--- src/rtl/instr_decode_if.sv ---
// -----------------------------------------------------------------------------
// instr_decode_if
//   Bundles the instruction-decode stage's input handshake, output handshake
//   and decoded output bus into one interface.
//
//   slave  : the decode stage's view. It receives flush, in_valid, instr, pc
//            and out_ready. It drives in_ready, out_valid and the decoded
//            fields.
//   master : the surrounding pipeline's or testbench's view. Its directions
//            are the mirror image of slave.
//
//   Signals
//     flush      sync kill of the output register
//     in_valid   instr/pc valid           in_ready   stage accepts this cycle
//     instr[32]  instruction word         pc[32]     address of instr
//     out_valid  decoded outputs valid    out_ready  downstream accepts
//     pc_out[32] registered pc
//     readReg1/readReg2/writeReg/shamt [5], funct [6], imm_ext [32]
//     reg_write mem_read mem_write alu_src branch jump illegal : control bits
// -----------------------------------------------------------------------------
interface instr_decode_if;
    logic        flush;
    logic        in_valid;
    logic        in_ready;
    logic [31:0] instr;
    logic [31:0] pc;
    logic        out_valid;
    logic        out_ready;
    logic [31:0] pc_out;
    logic [4:0]  readReg1;
    logic [4:0]  readReg2;
    logic [4:0]  writeReg;
    logic [4:0]  shamt;
    logic [5:0]  funct;
    logic [31:0] imm_ext;
    logic        reg_write;
    logic        mem_read;
    logic        mem_write;
    logic        alu_src;
    logic        branch;
    logic        jump;
    logic        illegal;

    modport slave (
        input  flush, in_valid, instr, pc, out_ready,
        output in_ready, out_valid, pc_out, readReg1, readReg2, writeReg,
               shamt, funct, imm_ext, reg_write, mem_read, mem_write,
               alu_src, branch, jump, illegal
    );

    modport master (
        output flush, in_valid, instr, pc, out_ready,
        input  in_ready, out_valid, pc_out, readReg1, readReg2, writeReg,
               shamt, funct, imm_ext, reg_write, mem_read, mem_write,
               alu_src, branch, jump, illegal
    );
endinterface

--- src/rtl/instr_decode.sv ---
// -----------------------------------------------------------------------------
// instr_decode
//   Single-stage pipelined decoder for the 32-bit MIPS-style core. The stage
//   accepts one instruction per in_valid/in_ready handshake. It splits the
//   instruction into register addresses, the extended immediate and datapath
//   control bits. All of these sit in one output register that is handed
//   downstream with an out_valid/out_ready handshake.
//
//   Ports
//     clk   : rising-edge clock
//     rst_n : asynchronous active-low reset. It clears the whole output
//             register.
//     bus   : instr_decode_if.slave. Its members are the handshake, the
//             instruction/pc inputs and the decoded outputs.
//
//   Build option
//     DECODE_HAZARD_EN : when this macro is defined, the stage refuses an
//             instruction that reads the destination of a lw still held in
//             the output register. That inserts exactly one bubble. When the
//             macro is undefined, the hazard term is tied low.
// -----------------------------------------------------------------------------
module instr_decode (
    input  logic           clk,
    input  logic           rst_n,
    instr_decode_if.slave  bus
);

    localparam logic [5:0] OP_RTYPE = 6'h00;
    localparam logic [5:0] OP_J     = 6'h02;
    localparam logic [5:0] OP_BEQ   = 6'h04;
    localparam logic [5:0] OP_ADDI  = 6'h08;
    localparam logic [5:0] OP_ANDI  = 6'h0C;
    localparam logic [5:0] OP_ORI   = 6'h0D;
    localparam logic [5:0] OP_LW    = 6'h23;
    localparam logic [5:0] OP_SW    = 6'h2B;

    // Contents of the output pipeline register.
    typedef struct packed {
        logic [31:0] pc;
        logic [4:0]  rs;
        logic [4:0]  rt;
        logic [4:0]  wr;
        logic [4:0]  shamt;
        logic [5:0]  funct;
        logic [31:0] imm;
        logic        reg_write;
        logic        mem_read;
        logic        mem_write;
        logic        alu_src;
        logic        branch;
        logic        jump;
        logic        illegal;
    } dec_t;

    logic [5:0] opcode;
    dec_t       dec_c;               // combinational decode of bus.instr
    dec_t       dec_d, dec_q;
    logic       valid_d, valid_q;
    logic       hazard;
    logic       in_ready;
    logic       accept;

    assign opcode = bus.instr[31:26];

    // ---------------------------------------------------------------- decode
    always_comb begin
        dec_c       = '0;
        dec_c.pc    = bus.pc;
        dec_c.rs    = bus.instr[25:21];
        dec_c.rt    = bus.instr[20:16];
        dec_c.shamt = bus.instr[10:6];
        dec_c.funct = bus.instr[5:0];
        // Sign extension is the common case. andi/ori and j override it below.
        dec_c.imm   = {{16{bus.instr[15]}}, bus.instr[15:0]};
        case (opcode)
            OP_RTYPE: begin
                dec_c.wr        = bus.instr[15:11];
                dec_c.reg_write = 1'b1;
            end
            OP_ADDI: begin
                dec_c.wr        = bus.instr[20:16];
                dec_c.alu_src   = 1'b1;
                dec_c.reg_write = 1'b1;
            end
            OP_ANDI, OP_ORI: begin
                dec_c.wr        = bus.instr[20:16];
                dec_c.alu_src   = 1'b1;
                dec_c.reg_write = 1'b1;
                dec_c.imm       = {16'h0000, bus.instr[15:0]};
            end
            OP_LW: begin
                dec_c.wr        = bus.instr[20:16];
                dec_c.alu_src   = 1'b1;
                dec_c.mem_read  = 1'b1;
                dec_c.reg_write = 1'b1;
            end
            OP_SW: begin
                dec_c.alu_src   = 1'b1;
                dec_c.mem_write = 1'b1;
            end
            OP_BEQ: begin
                dec_c.branch    = 1'b1;
            end
            OP_J: begin
                dec_c.jump      = 1'b1;
                dec_c.imm       = {6'b0, bus.instr[25:0]};
            end
            default: begin
                dec_c.illegal   = 1'b1;
            end
        endcase
    end

    // ---------------------------------------------------------------- hazard
`ifdef DECODE_HAZARD_EN
    // The rt field is a source only for R-type, sw and beq. For the other
    // opcodes, rt is a destination or unused.
    logic reads_rt;
    always_comb begin
        reads_rt = (opcode == OP_RTYPE) || (opcode == OP_SW) || (opcode == OP_BEQ);
    end

    // A held lw whose result is not yet available. r0 never creates a
    // dependency.
    assign hazard = valid_q && dec_q.mem_read && (dec_q.wr != 5'd0) && bus.in_valid &&
                    ((bus.instr[25:21] == dec_q.wr) ||
                     (reads_rt && (bus.instr[20:16] == dec_q.wr)));
`else
    assign hazard = 1'b0;
`endif

    // ------------------------------------------------------------- handshake
    assign in_ready = (!valid_q || bus.out_ready) && !hazard && !bus.flush;
    assign accept   = bus.in_valid && in_ready;

    // Priority: flush > accept > drain.
    // A flush that coincides with an output handshake still empties the
    // register, and that is the intended result.
    always_comb begin
        valid_d = valid_q;
        dec_d   = dec_q;
        if (bus.flush) begin
            valid_d = 1'b0;
            dec_d   = '0;
        end else if (accept) begin
            valid_d = 1'b1;
            dec_d   = dec_c;
        end else if (bus.out_ready) begin
            // Consumed with nothing behind it: a bubble. The fields are
            // left as they were because out_valid=0 marks them stale.
            valid_d = 1'b0;
        end
    end

    always_ff @(posedge clk or negedge rst_n) begin
        if (!rst_n) begin
            valid_q <= 1'b0;
            dec_q   <= '0;
        end else begin
            valid_q <= valid_d;
            dec_q   <= dec_d;
        end
    end

    // --------------------------------------------------------------- outputs
    assign bus.in_ready  = in_ready;
    assign bus.out_valid = valid_q;
    assign bus.pc_out    = dec_q.pc;
    assign bus.readReg1  = dec_q.rs;
    assign bus.readReg2  = dec_q.rt;
    assign bus.writeReg  = dec_q.wr;
    assign bus.shamt     = dec_q.shamt;
    assign bus.funct     = dec_q.funct;
    assign bus.imm_ext   = dec_q.imm;
    assign bus.reg_write = dec_q.reg_write;
    assign bus.mem_read  = dec_q.mem_read;
    assign bus.mem_write = dec_q.mem_write;
    assign bus.alu_src   = dec_q.alu_src;
    assign bus.branch    = dec_q.branch;
    assign bus.jump      = dec_q.jump;
    assign bus.illegal   = dec_q.illegal;

endmodule

--- src/flat_wrapper.sv ---
// flat-port wrapper written by rule: the top's interface ports become plain ports
module instr_decode_flat 
  (clk, rst_n, bus_flush, bus_in_valid, bus_instr, bus_pc, bus_out_ready, bus_in_ready, bus_out_valid, bus_pc_out, bus_readReg1, bus_readReg2, bus_writeReg, bus_shamt, bus_funct, bus_imm_ext, bus_reg_write, bus_mem_read, bus_mem_write, bus_alu_src, bus_branch, bus_jump, bus_illegal);
  instr_decode_if bus_i ();
  input  logic clk;
  input  logic rst_n;
  input wire logic [$bits(bus_i.flush)-1:0] bus_flush;
  input wire logic [$bits(bus_i.in_valid)-1:0] bus_in_valid;
  input wire logic [$bits(bus_i.instr)-1:0] bus_instr;
  input wire logic [$bits(bus_i.pc)-1:0] bus_pc;
  input wire logic [$bits(bus_i.out_ready)-1:0] bus_out_ready;
  output wire logic [$bits(bus_i.in_ready)-1:0] bus_in_ready;
  output wire logic [$bits(bus_i.out_valid)-1:0] bus_out_valid;
  output wire logic [$bits(bus_i.pc_out)-1:0] bus_pc_out;
  output wire logic [$bits(bus_i.readReg1)-1:0] bus_readReg1;
  output wire logic [$bits(bus_i.readReg2)-1:0] bus_readReg2;
  output wire logic [$bits(bus_i.writeReg)-1:0] bus_writeReg;
  output wire logic [$bits(bus_i.shamt)-1:0] bus_shamt;
  output wire logic [$bits(bus_i.funct)-1:0] bus_funct;
  output wire logic [$bits(bus_i.imm_ext)-1:0] bus_imm_ext;
  output wire logic [$bits(bus_i.reg_write)-1:0] bus_reg_write;
  output wire logic [$bits(bus_i.mem_read)-1:0] bus_mem_read;
  output wire logic [$bits(bus_i.mem_write)-1:0] bus_mem_write;
  output wire logic [$bits(bus_i.alu_src)-1:0] bus_alu_src;
  output wire logic [$bits(bus_i.branch)-1:0] bus_branch;
  output wire logic [$bits(bus_i.jump)-1:0] bus_jump;
  output wire logic [$bits(bus_i.illegal)-1:0] bus_illegal;
  assign bus_i.flush = bus_flush;
  assign bus_i.in_valid = bus_in_valid;
  assign bus_i.instr = bus_instr;
  assign bus_i.pc = bus_pc;
  assign bus_i.out_ready = bus_out_ready;
  assign bus_in_ready = bus_i.in_ready;
  assign bus_out_valid = bus_i.out_valid;
  assign bus_pc_out = bus_i.pc_out;
  assign bus_readReg1 = bus_i.readReg1;
  assign bus_readReg2 = bus_i.readReg2;
  assign bus_writeReg = bus_i.writeReg;
  assign bus_shamt = bus_i.shamt;
  assign bus_funct = bus_i.funct;
  assign bus_imm_ext = bus_i.imm_ext;
  assign bus_reg_write = bus_i.reg_write;
  assign bus_mem_read = bus_i.mem_read;
  assign bus_mem_write = bus_i.mem_write;
  assign bus_alu_src = bus_i.alu_src;
  assign bus_branch = bus_i.branch;
  assign bus_jump = bus_i.jump;
  assign bus_illegal = bus_i.illegal;
  instr_decode u_core (.clk(clk), .rst_n(rst_n), .bus(bus_i));
endmodule
--- config.mk ---
export PLATFORM = sky130hd
export DESIGN_NAME = instr_decode_flat
export DESIGN_NICKNAME = d
export VERILOG_FILES = /design/src/rtl/instr_decode_if.sv /design/src/rtl/instr_decode.sv /design/src/flat_wrapper.sv
export SDC_FILE = /design/constraint.sdc
export NUM_CORES = 1
export LEC_CHECK = 0
export CORE_ASPECT_RATIO = 0.7
export CORE_UTILIZATION = 30
export CTS_CLUSTER_DIAMETER = 80
export DETAILED_ROUTE_END_ITERATION = 8
export PLACE_DENSITY = 0.58
export SYNTH_ARGS = -nofsm -noshare
export SYNTH_HDL_FRONTEND = slang
export SYNTH_SLANG_ARGS = --single-unit
--- constraint.sdc ---
create_clock -name clk -period 2.25 [get_ports clk]
set_clock_uncertainty 0.05 [all_clocks]
set_input_delay 0.45 -clock clk [delete_from_list [all_inputs] [get_ports clk]]
set_output_delay 0.45 -clock clk [all_outputs]
set_load 0.1 [all_outputs]
==> metrics <==
Worst VDD drop 0.410 mV; status finished clean; # rows 33; Net count, final 600; CTS Root Buffer Type clkbuf_16; Int Pwr 0.00267 W; critical path data arrival time 2.16 ns; global route total overflow 0; Hold Crit Class primary input to async pin; Finished Cell Area 5540 um^2; worst path cell trace clkdlybuf4s50_1 -> or3_4 -> or4b_4 -> nand4_2 -> o211ai_1; GRT Total Usage 18.0%; routability cong. 0.831; core footprint 11800 um^2; ys async rst share 100%; CP peak stage delay 0.50 ns; sw power 0.00178 W; Least-Margin Pin Slew 0.671 ns; full die area 12700 um^2; Port Buf Inserts 167; share of the yosys chip area belonging to registers 55.8%; die width 134 um; CTS Buf Count 9; kind of critical path primary input to flip-flop; DPL Wire Length 7.92 mm; H-tree levels 3; Final Cycle Share 89.2%; Pwr Total 0.00444 W; ratio of cells with drive above 1 in the final layout 27.2%; Synth top cells by count 121 x nand2_1, 82 x dfrtp_1, 72 x nand3b_1; f_max 0.499 GHz; Area growth, synth to finish 50.7%; die height 94.6 um; DR vias 3206; post-placement cell area 5260 um^2; DR vias/cell 4.62; Slew Viols, Final 0; Total Wirelength 11.1 mm; PwrDens 802 nW/um^2; Setup Fix Bufs, Post-CTS 0; setup violators final 0; cell with the most instances after synthesis nand2_1; Critical Path Sink Type flip-flop; crit path max-delay cell type or4b_4; Final Hold Fails 0; Ys Warns 0; count of cell types in the netlist 32; combinational share of power 32.0%; Tmin final 2.01 ns; post-synthesis area per instance 9.85 um^2; sw frac 40.0%; P_leak 2.75 nW; # hold bufs at CTS 0; Finished Layout Cells 694; crit start category primary input; Clk network pwr share 31.3%; placed insts 677; Max clock buf depth 2; clock latency on the worst-skew pair 0.34 ns; drt pass-1 iters 4; EDFF count, synth 0; Post-route DRC 0; Seq pwr share 36.7%; largest net degree at the start of global routing 59; TritonCTS clock tree done; Max Cap Violations 0; Initial Util 31.1%; vias in the first global route 3159; Slew headroom 55.3%; DR iter-0 viols 125; post-route ant nets 0; RSZ-0062 raised after global routing false; Worst EP required 2.40 ns; largest cells by area after synthesis dfrtp_1 56%, nand3b_1 15%, nand2_1 12%; Synth top area share 55.8%; Syn Nets 442; synthesis-stage register bit count 82; Primary FF master, synth dfrtp_1; hold_ws 0.0897 ns; initial antenna violation count 1; global-route wire length before repair 17.3 mm; dominant cell type by area after synthesis dfrtp_1; post-CTS sizing 0; Post-Syn Instances 373; Clock Sinks 82; Synth Cell Area 3670 um^2; critical path peak fanout 11; I/O Pins 168; CTS clk-pin slew, worst paths 0.06 ns; drt wl/cell 16.1 um
==> flip-flops by register name (all words and copies together), names as in the netlist <==
signal and cells:
u_core.bus.writeReg 5, u_core.bus.readReg2 5, u_core.bus.alu_src 1, u_core.bus.imm_ext 27, u_core.bus.out_valid 1, u_core.bus.reg_write 1, u_core.bus.illegal 1, u_core.bus.mem_write 1
u_core.bus.mem_read 1, u_core.bus.jump 1, u_core.bus.branch 1, u_core.bus.readReg1 5, u_core.bus.pc_out 32
==> power by group through the flow <==
| stage | registers, W | logic (W) | clock network [W] |
|---|---|---|---|
| floorplan | 0.00232 | 0.000339 | 0 |
| global placement | 0.00165 | 0.00142 | 0 |
| detailed placement | 0.00166 | 0.00143 | 0 |
| CTS | 0.00163 | 0.00143 | 0.00144 |
| global route | 0.00164 | 0.00148 | 0.00151 |
| finish | 0.00163 | 0.00142 | 0.00139 |
==> through the flow <==
stage	TNS, ns	utilization, %	setup WS [ns]
floorplan	0	-	0.126
global placement	-0.840	44.5	-0.0810
detailed placement	-1.31	44.5	-0.131
CTS	0	46.9	0.235
global route	0	46.9	0.209
finish	0	46.9	0.244
==> cell families after synthesis <==
family	after synthesis	share of synthesized area, %
AOI/OAI and AO/OA	34	6.74
buffers and inverters	44	6.57
DFF	82	55.8
and+or+nand+nor	213	30.8
==> area by class of cell <==
type                            instances  area (um^2)
Fill cell                            1136         6270
Sequential cell                        82         2050
Timing Repair Buffer                  189         1610
Multi-Input combinational cell        247         1390
Clock buffer                            9          225
Tap cell                              157          196
Clock inverter                          7         53.8
Inverter                                2         7.51
Antenna cell                            1         2.50
==> worst max-delay path: cells and delay by family <==
family                 cells  cell delay [ns]
buffers and inverters      1             0.42
and+or+nand+nor            3             1.15
AOI/OAI and AO/OA          1             0.14
==> worst paths after layout <==
path	start	end	slack (ns)	cells past startpoint
min reg2reg	u_core.bus.writeReg[3]$_DFFE_PN0P_	u_core.bus.writeReg[3]$_DFFE_PN0P_	0.45	1
max	bus_instr[26]	u_core.bus.imm_ext[25]$_DFFE_PN0P_	0.24	5
max in group asynchronous	rst_n	u_core.bus.out_valid$_DFFE_PN0P_	1.39	2
min	rst_n	u_core.bus.imm_ext[8]$_DFFE_PN0P_	0.09	1
max reg2reg	u_core.bus.out_valid$_DFFE_PN0P_	u_core.bus.imm_ext[17]$_DFFE_PN0P_	0.51	6
min in group clk	u_core.bus.writeReg[3]$_DFFE_PN0P_	u_core.bus.writeReg[3]$_DFFE_PN0P_	0.45	1
==> placed cells by master, fill, tap and decap left out <==
master | netlist | layout
a21boi_0 | 1 | 1
a21oi_1 | 4 | 4
a22o_1 | 1 | 1
a22oi_1 | 5 | 5
a32o_1 | 2 | 2
and2_1 | 1 | 1
and4b_1 | 1 | 1
buf_12 | 0 | 2
buf_2 | 1 | 1
buf_4 | 16 | 120
clkbuf_16 | 0 | 9
clkdlybuf4s50_1 | 0 | 66
clkinv_2 | 0 | 1
clkinv_4 | 0 | 1
clkinvlp_4 | 0 | 3
dfrtp_1 | 82 | 81
dfrtp_2 | 0 | 1
diode_2 | 0 | 1
inv_1 | 2 | 2
inv_6 | 0 | 2
nand2_1 | 121 | 121
nand3b_1 | 72 | 72
nand4_2 | 1 | 1
nor2_1 | 7 | 6
nor2_2 | 0 | 1
nor2b_1 | 1 | 1
nor3_1 | 1 | 1
nor3b_1 | 2 | 1
nor3b_2 | 0 | 1
nor4b_1 | 1 | 1
o211ai_1 | 11 | 11
o21ai_0 | 3 | 3
o21ai_1 | 1 | 1
o2bb2ai_1 | 5 | 5
o31ai_1 | 1 | 1
or2b_1 | 1 | 1
or3_4 | 1 | 1
or3b_4 | 0 | 1
or4_1 | 1 | 1
or4b_4 | 1 | 1
==> per-layer routing <==
layer	GRT usage, %	vias to the layer above	share of wire [%]
met5	0	-	0
met4	5.43	0	1.2
met3	6.01	10	7.3
met2	27.1	108	43
met1	24.6	1536	49
li1	-	1552	-
No activity file was read; power rests on OpenSTA's default activity.
